**src/rtl/quadratic_host_ctrl_if.sv**
```systemverilog
`default_nettype none
// ============================================================================
//  Module      : quadratic_host_ctrl_if
//  Description : Bundles the host-side valid/ready handshakes and the
//                solver-side strobe bus of quadratic_host_ctrl.
//                master : the controller (drives o_* signals)
//                slave  : the surrounding host + solver (drives i_* signals)
//  Ports       : none (signal bundle only)
//  Revision    : 1.0  initial release
// ============================================================================
interface quadratic_host_ctrl_if;
  // host request side
  logic       i_start_valid;
  logic       o_start_ready;
  logic [4:0] i_coef_a;
  logic [4:0] i_coef_b;
  logic [4:0] i_coef_c;
  // host response side
  logic       o_done_valid;
  logic       i_done_ready;
  logic [1:0] o_result_code;
  logic [3:0] o_x1;
  logic [3:0] o_x2;
  logic       o_busy;
  // solver strobe side
  logic       o_write_en;
  logic [4:0] o_data;
  logic       o_read_en;
  logic [1:0] i_result;
  logic [3:0] i_data;

  modport master (
    input  i_start_valid, i_coef_a, i_coef_b, i_coef_c, i_done_ready,
    input  i_result, i_data,
    output o_start_ready, o_done_valid, o_result_code, o_x1, o_x2, o_busy,
    output o_write_en, o_data, o_read_en
  );

  modport slave (
    output i_start_valid, i_coef_a, i_coef_b, i_coef_c, i_done_ready,
    output i_result, i_data,
    input  o_start_ready, o_done_valid, o_result_code, o_x1, o_x2, o_busy,
    input  o_write_en, o_data, o_read_en
  );
endinterface
`default_nettype wire

```
**src/rtl/quadratic_host_ctrl.sv**
```systemverilog
`default_nettype none
// ============================================================================
//  Module      : quadratic_host_ctrl
//  Description : Initiator for the quadratic solver strobe interface. Accepts
//                one (a,b,c) set, writes it serially with write strobes,
//                waits for the solve, reads x1/x2 with read strobes and
//                returns result code + roots over a valid/ready handshake.
//  Ports       : i_clk   - clock, rising edge
//                i_rst_n - asynchronous active-low reset
//                bus     - quadratic_host_ctrl_if.master (host handshakes
//                          and solver strobe bus)
//  Revision    : 1.0  initial release
// ============================================================================
module quadratic_host_ctrl #(
  parameter int GAP_CYCLES  = 1,
  parameter int WAIT_CYCLES = 11,
  parameter int READ_LAT    = 1
) (
  input  logic                        i_clk,
  input  logic                        i_rst_n,
  quadratic_host_ctrl_if.master       bus
);

  localparam int MAX_A   = (GAP_CYCLES > WAIT_CYCLES) ? GAP_CYCLES : WAIT_CYCLES;
  localparam int MAX_CNT = (MAX_A > READ_LAT) ? MAX_A : READ_LAT;
  // counter only ever holds (N-1), so clog2(MAX) bits suffice
  localparam int CNT_W   = (MAX_CNT > 1) ? $clog2(MAX_CNT) : 1;

  localparam logic [CNT_W-1:0] C_GAP_LD  = CNT_W'(GAP_CYCLES - 1);
  localparam logic [CNT_W-1:0] C_WAIT_LD = CNT_W'(WAIT_CYCLES - 1);
  localparam logic [CNT_W-1:0] C_READ_LD = CNT_W'(READ_LAT - 1);

  localparam logic [3:0] S_IDLE   = 4'd0;
  localparam logic [3:0] S_WR_A   = 4'd1;
  localparam logic [3:0] S_GAP_A  = 4'd2;
  localparam logic [3:0] S_WR_B   = 4'd3;
  localparam logic [3:0] S_GAP_B  = 4'd4;
  localparam logic [3:0] S_WR_C   = 4'd5;
  localparam logic [3:0] S_WAIT   = 4'd6;
  localparam logic [3:0] S_RD_X1  = 4'd7;
  localparam logic [3:0] S_CAP_X1 = 4'd8;
  localparam logic [3:0] S_RD_X2  = 4'd9;
  localparam logic [3:0] S_CAP_X2 = 4'd10;
  localparam logic [3:0] S_DONE   = 4'd11;

  logic [3:0]       state_q, state_d;
  logic [CNT_W-1:0] cnt_q, cnt_d;
  logic [4:0]       coef_b_q, coef_b_d;
  logic [4:0]       coef_c_q, coef_c_d;

  logic             write_en_q, write_en_d;
  logic [4:0]       data_q, data_d;
  logic             read_en_q, read_en_d;
  logic             done_valid_q, done_valid_d;
  logic             busy_q, busy_d;
  logic [1:0]       result_code_q, result_code_d;
  logic [3:0]       x1_q, x1_d;
  logic [3:0]       x2_q, x2_d;

  logic             cnt_zero;
  assign cnt_zero = (cnt_q == '0);

  // --------------------------------------------------------------------------
  // State register (also holds the registered outputs)
  // --------------------------------------------------------------------------
  always_ff @(posedge i_clk or negedge i_rst_n) begin
    if (!i_rst_n) begin
      state_q       <= S_IDLE;
      cnt_q         <= '0;
      coef_b_q      <= '0;
      coef_c_q      <= '0;
      write_en_q    <= 1'b0;
      data_q        <= '0;
      read_en_q     <= 1'b0;
      done_valid_q  <= 1'b0;
      busy_q        <= 1'b0;
      result_code_q <= '0;
      x1_q          <= '0;
      x2_q          <= '0;
    end else begin
      state_q       <= state_d;
      cnt_q         <= cnt_d;
      coef_b_q      <= coef_b_d;
      coef_c_q      <= coef_c_d;
      write_en_q    <= write_en_d;
      data_q        <= data_d;
      read_en_q     <= read_en_d;
      done_valid_q  <= done_valid_d;
      busy_q        <= busy_d;
      result_code_q <= result_code_d;
      x1_q          <= x1_d;
      x2_q          <= x2_d;
    end
  end

  // --------------------------------------------------------------------------
  // Next-state logic. Timed states exit when the counter reaches zero; the
  // counter is reloaded on the transition into each timed state.
  // --------------------------------------------------------------------------
  always_comb begin
    state_d  = state_q;
    cnt_d    = cnt_q;
    coef_b_d = coef_b_q;
    coef_c_d = coef_c_q;
    case (state_q)
      S_IDLE: begin
        if (bus.i_start_valid) begin
          state_d  = S_WR_A;
          // a is written on the very next cycle straight from the input;
          // only b and c need holding
          coef_b_d = bus.i_coef_b;
          coef_c_d = bus.i_coef_c;
        end
      end
      S_WR_A: begin
        state_d = S_GAP_A;
        cnt_d   = C_GAP_LD;
      end
      S_GAP_A: begin
        if (cnt_zero) state_d = S_WR_B;
        else          cnt_d   = cnt_q - CNT_W'(1);
      end
      S_WR_B: begin
        state_d = S_GAP_B;
        cnt_d   = C_GAP_LD;
      end
      S_GAP_B: begin
        if (cnt_zero) state_d = S_WR_C;
        else          cnt_d   = cnt_q - CNT_W'(1);
      end
      S_WR_C: begin
        state_d = S_WAIT;
        cnt_d   = C_WAIT_LD;
      end
      S_WAIT: begin
        if (cnt_zero) state_d = S_RD_X1;
        else          cnt_d   = cnt_q - CNT_W'(1);
      end
      S_RD_X1: begin
        state_d = S_CAP_X1;
        cnt_d   = C_READ_LD;
      end
      S_CAP_X1: begin
        if (cnt_zero) state_d = S_RD_X2;
        else          cnt_d   = cnt_q - CNT_W'(1);
      end
      S_RD_X2: begin
        state_d = S_CAP_X2;
        cnt_d   = C_READ_LD;
      end
      S_CAP_X2: begin
        if (cnt_zero) state_d = S_DONE;
        else          cnt_d   = cnt_q - CNT_W'(1);
      end
      S_DONE: begin
        if (bus.i_done_ready) state_d = S_IDLE;
      end
      default: begin
        state_d = S_IDLE;
      end
    endcase
  end

  // --------------------------------------------------------------------------
  // Output logic. Strobes and status are decoded from the *next* state so the
  // registered outputs line up with the state they belong to. Captures happen
  // on the edge leaving WAIT / CAP_Xn.
  // --------------------------------------------------------------------------
  always_comb begin
    write_en_d    = (state_d == S_WR_A) || (state_d == S_WR_B) || (state_d == S_WR_C);
    read_en_d     = (state_d == S_RD_X1) || (state_d == S_RD_X2);
    done_valid_d  = (state_d == S_DONE);
    busy_d        = (state_d != S_IDLE);
    data_d        = '0;
    case (state_d)
      S_WR_A:  data_d = bus.i_coef_a;
      S_WR_B:  data_d = coef_b_q;
      S_WR_C:  data_d = coef_c_q;
      default: data_d = '0;
    endcase
    result_code_d = result_code_q;
    x1_d          = x1_q;
    x2_d          = x2_q;
    if ((state_q == S_WAIT)   && cnt_zero) result_code_d = bus.i_result;
    if ((state_q == S_CAP_X1) && cnt_zero) x1_d          = bus.i_data;
    if ((state_q == S_CAP_X2) && cnt_zero) x2_d          = bus.i_data;
  end

  assign bus.o_start_ready = (state_q == S_IDLE);
  assign bus.o_write_en    = write_en_q;
  assign bus.o_data        = data_q;
  assign bus.o_read_en     = read_en_q;
  assign bus.o_done_valid  = done_valid_q;
  assign bus.o_busy        = busy_q;
  assign bus.o_result_code = result_code_q;
  assign bus.o_x1          = x1_q;
  assign bus.o_x2          = x2_q;

endmodule
`default_nettype wire

```
**src/flat_wrapper.sv**
```systemverilog
// flat-port wrapper written by rule: the top's interface ports become plain ports
module quadratic_host_ctrl_flat 
#(
  parameter int GAP_CYCLES  = 1,
  parameter int WAIT_CYCLES = 11,
  parameter int READ_LAT    = 1
)
  (i_clk, i_rst_n, bus_i_start_valid, bus_i_coef_a, bus_i_coef_b, bus_i_coef_c, bus_i_done_ready, bus_i_result, bus_i_data, bus_o_start_ready, bus_o_done_valid, bus_o_result_code, bus_o_x1, bus_o_x2, bus_o_busy, bus_o_write_en, bus_o_data, bus_o_read_en);
  quadratic_host_ctrl_if bus_i ();
  input  logic i_clk;
  input  logic i_rst_n;
  input wire logic [$bits(bus_i.i_start_valid)-1:0] bus_i_start_valid;
  input wire logic [$bits(bus_i.i_coef_a)-1:0] bus_i_coef_a;
  input wire logic [$bits(bus_i.i_coef_b)-1:0] bus_i_coef_b;
  input wire logic [$bits(bus_i.i_coef_c)-1:0] bus_i_coef_c;
  input wire logic [$bits(bus_i.i_done_ready)-1:0] bus_i_done_ready;
  input wire logic [$bits(bus_i.i_result)-1:0] bus_i_result;
  input wire logic [$bits(bus_i.i_data)-1:0] bus_i_data;
  output wire logic [$bits(bus_i.o_start_ready)-1:0] bus_o_start_ready;
  output wire logic [$bits(bus_i.o_done_valid)-1:0] bus_o_done_valid;
  output wire logic [$bits(bus_i.o_result_code)-1:0] bus_o_result_code;
  output wire logic [$bits(bus_i.o_x1)-1:0] bus_o_x1;
  output wire logic [$bits(bus_i.o_x2)-1:0] bus_o_x2;
  output wire logic [$bits(bus_i.o_busy)-1:0] bus_o_busy;
  output wire logic [$bits(bus_i.o_write_en)-1:0] bus_o_write_en;
  output wire logic [$bits(bus_i.o_data)-1:0] bus_o_data;
  output wire logic [$bits(bus_i.o_read_en)-1:0] bus_o_read_en;
  assign bus_i.i_start_valid = bus_i_start_valid;
  assign bus_i.i_coef_a = bus_i_coef_a;
  assign bus_i.i_coef_b = bus_i_coef_b;
  assign bus_i.i_coef_c = bus_i_coef_c;
  assign bus_i.i_done_ready = bus_i_done_ready;
  assign bus_i.i_result = bus_i_result;
  assign bus_i.i_data = bus_i_data;
  assign bus_o_start_ready = bus_i.o_start_ready;
  assign bus_o_done_valid = bus_i.o_done_valid;
  assign bus_o_result_code = bus_i.o_result_code;
  assign bus_o_x1 = bus_i.o_x1;
  assign bus_o_x2 = bus_i.o_x2;
  assign bus_o_busy = bus_i.o_busy;
  assign bus_o_write_en = bus_i.o_write_en;
  assign bus_o_data = bus_i.o_data;
  assign bus_o_read_en = bus_i.o_read_en;
  quadratic_host_ctrl #(.GAP_CYCLES(GAP_CYCLES), .WAIT_CYCLES(WAIT_CYCLES), .READ_LAT(READ_LAT)) u_core (.i_clk(i_clk), .i_rst_n(i_rst_n), .bus(bus_i));
endmodule
```
**config.mk**
```make
export PLATFORM = sky130hd
export DESIGN_NAME = quadratic_host_ctrl_flat
export DESIGN_NICKNAME = d
export VERILOG_FILES = /design/src/rtl/quadratic_host_ctrl_if.sv /design/src/rtl/quadratic_host_ctrl.sv /design/src/flat_wrapper.sv
export SDC_FILE = /design/constraint.sdc
export NUM_CORES = 1
export LEC_CHECK = 0
export BUFFER_PORTS_ARGS = -buffer_cell sky130_fd_sc_hd__buf_2
export CORE_ASPECT_RATIO = 0.5
export CORE_UTILIZATION = 50
export CTS_CLUSTER_DIAMETER = 80
export DETAILED_ROUTE_END_ITERATION = 10
export GPL_TIMING_DRIVEN = 0
export MAX_ROUTING_LAYER = met4
export PLACE_DENSITY = 0.87
export REMOVE_ABC_BUFFERS = 1
export SLEW_MARGIN = 10
export SYNTH_ARGS = -nofsm -noshare
export SYNTH_HDL_FRONTEND = slang
export SYNTH_SLANG_ARGS = --single-unit
```
**constraint.sdc**
```tcl
create_clock -name i_clk -period 4.3 [get_ports i_clk]
set_input_delay 0.215 -clock i_clk [delete_from_list [all_inputs] [get_ports i_clk]]
set_output_delay 0.215 -clock i_clk [all_outputs]
set_load 0.01 [all_outputs]
```
* Word-level counts from Yosys, hierarchy flattened
Index checks and enable logic that the tools add are counted.
Operators by class: muxes and demuxes 11, reduce and logical (&&, ||, !) cells 14, equality and inequality tests 18, $add $sub $neg 1
Operator list (number):
- $pmux W4 S12 | 1
- $mux W4 | 8
- $eq A4 B3 Y1 const B | 6
- $eq A4 B4 Y1 const B | 6
- $pmux W5 S3 | 1
- $eq A4 B2 Y1 const B | 3
- $pmux W4 S3 | 1
- $eq A4 B1 Y1 const B | 2
- $logic_not A4 Y1 | 2
- $reduce_or A5 Y1 | 1
- $reduce_and A2 Y1 | 2
- $reduce_bool A4 Y1 | 1
- $reduce_or A4 Y1 | 1
- $sub A4 B1 Y4 const B | 1
- $logic_and A1 B1 Y1 | 3
- $logic_or A1 B1 Y1 | 3
- $reduce_bool A3 Y1 | 1
- $ne A2 B2 Y1 const B | 1
Storage, ports and cells: input bits 25, bits in registers 37, word-level logic and storage cells 56

* Longest topological paths before layout
word-level depth 6, depth in mapped cells 7, mapped depth without buffers 6

* Least setup slack after synthesis
No wires, ideal clock.
path kind register -> register, start register u_core.cnt_q[0], end register u_core.x1_q[0], in the netlist u_core.bus.o_x1[0], library setup time 0.125 ns, arrival 2.020 ns, setup slack 2.154 ns, cell stages (with the launch flop) 8, clock period less this slack 2.146 ns, cell sequence dfrtp_1 inv_1 ha_1 or3b_1 buf_2 or4b_4 buf_6 mux2_4
Between the ends: word-level cells in the longest chain between the ends 2
RTL lines:
- from (decl) | RTL line quadratic_host_ctrl.sv:47 | logic [CNT_W-1:0] cnt_q, cnt_d;
- from (signal assigned) | RTL line quadratic_host_ctrl.sv:82 | cnt_q <= cnt_d;
- $logic_not A4 Y1 | RTL line quadratic_host_ctrl.sv:61 | assign cnt_zero = (cnt_q == '0);
- $logic_and A1 B1 Y1 | RTL line quadratic_host_ctrl.sv:185 | if ((state_q == S_CAP_X1) && cnt_zero) x1_d = bus.i_data;
- to (signal assigned) | RTL line quadratic_host_ctrl.sv:78 | x1_q <= '0;
- to (signal assigned) | RTL line quadratic_host_ctrl.sv:91 | x1_q <= x1_d;
- to (decl) | RTL line quadratic_host_ctrl.sv:57 | logic [3:0] x1_q, x1_d;
No other way between the ends. A chain may end at the register's enable or synchronous reset.

* Worst setup path in the final report
start register u_core.state_q[3], end register u_core.coef_b_q[3]
Between the ends: word-level cells in the longest chain between the ends 2
RTL lines:
- from (decl) | RTL line quadratic_host_ctrl.sv:46 | logic [3:0] state_q, state_d;
- from (signal assigned) | RTL line quadratic_host_ctrl.sv:81 | state_q <= state_d;
- $logic_not A4 Y1 | RTL line quadratic_host_ctrl.sv:105 | case (state_q)
- $reduce_and A2 Y1 (no line)
- to (signal assigned) | RTL line quadratic_host_ctrl.sv:83 | coef_b_q <= coef_b_d;
- to (decl) | RTL line quadratic_host_ctrl.sv:48 | logic [4:0] coef_b_q, coef_b_d;
No other way between the ends.

==> results.yml <==
run_status:
  status: "completed"
pwr:
  cellLeakagePower_uw: 0.00100
  power.density_nw_per_um2: 763
  power_uw: 1500
  peakVddDrop_mv: 0.343
cells_and_area:
  insertedDiodeCount: 0
  area_growth_syn_to_layout_pct: 20.4
  post_route_cells_drive_above_1_share: 0.412
  layout.nets: 196
  fin_util: 0.644
floorplan:
  die_h_um: 42.4
  start_util: 0.535
  pin_count: 45
  dieWidth_um: 82.8
  rows: 14
  die_area_um2: 3510
  coreArea_um2: 3050
critical_path:
  reg2reg_depth: 3
  startpoint_type: "flip-flop"
  critPathMaxFanout: 17
  r2r_slack_ns: 2.01
  cp.required_ns: 4.47
  worstPathArrival_ns: 2.47
  crit_type: "reg2reg"
  cp-end-kind: "flip-flop"
routing:
  drtAntennaViolNets: 0
  drc: 0
  drt-pass1-iter-count: 6
  drt-initial-drc-count: 120
  vias_per_cell: 5.51
  vias: 1158
  wl_mm: 3.05
  wire_per_inst_um: 14.5
clock_tree:
  ctsHoldBuffers: 0
  clockBufferDepth: 2
  cts-htree-levels: 2
  cts-buffers-inserted: 5
  cts_sinks: 37
  tritoncts: "done"
  post_cts_buffers: 0
  path_clk_slew_ns: 0.07
  clockRootBuffer: "clkbuf_8"
  ctsResizeCount: 0
  clk-insertion-delay-late_ns: 0.29
sta:
  fin_crit_ns: 2.29
  hold_viol: 0
  slew_violations: 0
  rsz0062_at_grt: "no"
  setup_violations: 0
  whs_ns: 0.00822
  fin_crit_sh: 0.533
  fmax_ghz: 0.436
  timing.final.ws_setup_ns: 2.01
  worst_slew_pin_slew_ns: 0.801
  relSlewSlack: 0.466
  fin_tns_setup_ns: 0
  fin_worst_skew_ns: 0.00760
synth:
  synth.yosys.warnings: 0
  synth_top_area_cell: "dfrtp_1"
  netlist_top_cells_area: "dfrtp_1 57%, mux2_2 9.0%, mux2_4 3.7%, a222oi_1 3.1%, mux2_1 2.1%"
  syn_inst: 127
  netlist.area_leader.share: 0.567
  yosys.cell_types.count: 44
  ys_seq_elements: 37
  synth_area_um2: 1630
  avgSynthCellArea_um2: 12.8
  ys_seq_area_frac: 0.567
run:
  drv_cap: 0
placed_design:
  dp_hpwl_mm: 2.09
  port_buffers: 44
  gp_congestion: 0.792
  place_ws_ns: 2.03
min_path:
  min_path_type: "in2async"
global_route:
  grt_pass1_vias: 1114
  antenna_found_initial: 0
  grt_overflow: 0
  grt_use_total: 0.207
  grt_max_degree: 38
  grt_pass1_wl_mm: 5.02
## state kept, by name (all words and copies together) (netlist names)
signal,flops
u_core.bus.o_done_valid,1
u_core.bus.o_x2,4
u_core.bus.o_result_code,2
u_core.cnt_q,4
u_core.bus.o_write_en,1
u_core.bus.o_busy,1
u_core.coef_c_q,5
u_core.bus.o_x1,4
u_core.coef_b_q,5
u_core.bus.o_data,5
u_core.bus.o_read_en,1
u_core.state_q,4
## metrics by stage
stage / std cells / cell area, um^2
after floorplan: 119 / 1590
after global placement: 203 / 1860
after detailed placement: 203 / 1860
after CTS: 210 / 1960
after global routing: 210 / 1960
final: 210 / 1960
## kinds of logic (layout without fill, tap and decap cells)
kind of cell | count (synthesis) | count (layout) | share of synthesized area
adders and majority gates | 1 | 1 | 0.00767
AOI/OAI and AO/OA | 21 | 21 | 0.101
buffers and inverters | 15 | 58 | 0.0414
and+or+nand+nor | 31 | 31 | 0.123
xor gates and xnor gates | 1 | 1 | 0.00537
DFF | 37 | 37 | 0.567
muxes | 21 | 21 | 0.153
## worst paths after layout
path,start,endpoint
min,i_rst_n,u_core.coef_c_q[3]$_DFFE_PN0P_
min in group i_clk,bus_i_coef_a[2],u_core.bus.o_data[2]$_DFF_PN0_
min reg2reg,u_core.coef_c_q[3]$_DFFE_PN0P_,u_core.coef_c_q[3]$_DFFE_PN0P_
max in group asynchronous,i_rst_n,u_core.coef_b_q[0]$_DFFE_PN0P_
max,u_core.state_q[3]$_DFF_PN0_,u_core.coef_b_q[3]$_DFFE_PN0P_
max reg2reg,u_core.state_q[3]$_DFF_PN0_,u_core.coef_b_q[3]$_DFFE_PN0P_
## synthesized netlist by cell type (all sizes together)
master   count
mux2i        1
a211oi       1
clkbuf       4
a2bb2oi      1
or3          1
ha           1
or3b         1
nor3b        1
nand3b       1
a222oi       5
or4b         2
nor4         1
mux2        20
and3b        1
nand4        1
nor3         1
buf          4
dfrtp       37
nor2b        1
xnor2        1
nand4b       1
a311oi       1
o21a         1
and3         1
a221oi       1
o31a         1
nor2         5
o22ai        2
and2         3
inv          7
and4b        2
a21oi        2
a21o         2
o2bb2ai      2
or2          1
o21ai        2
nand2b       2
nand2        4
nor4b        1
## layout make-up
cell class / instances / area [um^2]
timing repair buffer: 44 / 220
inverter: 7 / 26.3
multi-input combinational: 75 / 638
sequential: 37 / 926
clock buffer: 5 / 68.8
tap: 40 / 50.0
fill: 239 / 1080
clock inverter: 2 / 35.0
## critical path, cell delays in order, from the launching register on
cell and delay [ns]:
dfrtp_1 0.50, nor4_1 0.62, and2_1 0.64, mux2_2 0.42
## cell usage in the layout, fill, tap and decap left out, types with 2 or more instances in the layout
cell type / count
buf_2: 44
dfrtp_1: 37
mux2_2: 13
inv_1: 7
nor2_1: 5
a222oi_1: 5
clkbuf_8: 5
nand2_1: 4
mux2_4: 4
and2_1: 3
mux2_1: 3
o2bb2ai_1: 2
nand2b_1: 2
and4b_1: 2
a21oi_1: 2
a21o_1: 2
o22ai_1: 2
## where the power goes
group          switching, uW  total, uW  internal (uW)
Sequential               118        627            509
Combinational            281        582            301
Clock                    121        289            169
Total                    520       1500            978
## metal layers
| layer | share of wire | vias up | global-route usage |
|---|---|---|---|
| met5 | 0 | - | - |
| li1 | - | 548 | - |
| met1 | 0.44 | 572 | 0.258 |
| met4 | 0.016 | 0 | 0.0828 |
| met3 | 0.049 | 4 | 0.0609 |
| met2 | 0.50 | 34 | 0.318 |
(Power assumes the default switching activity.)
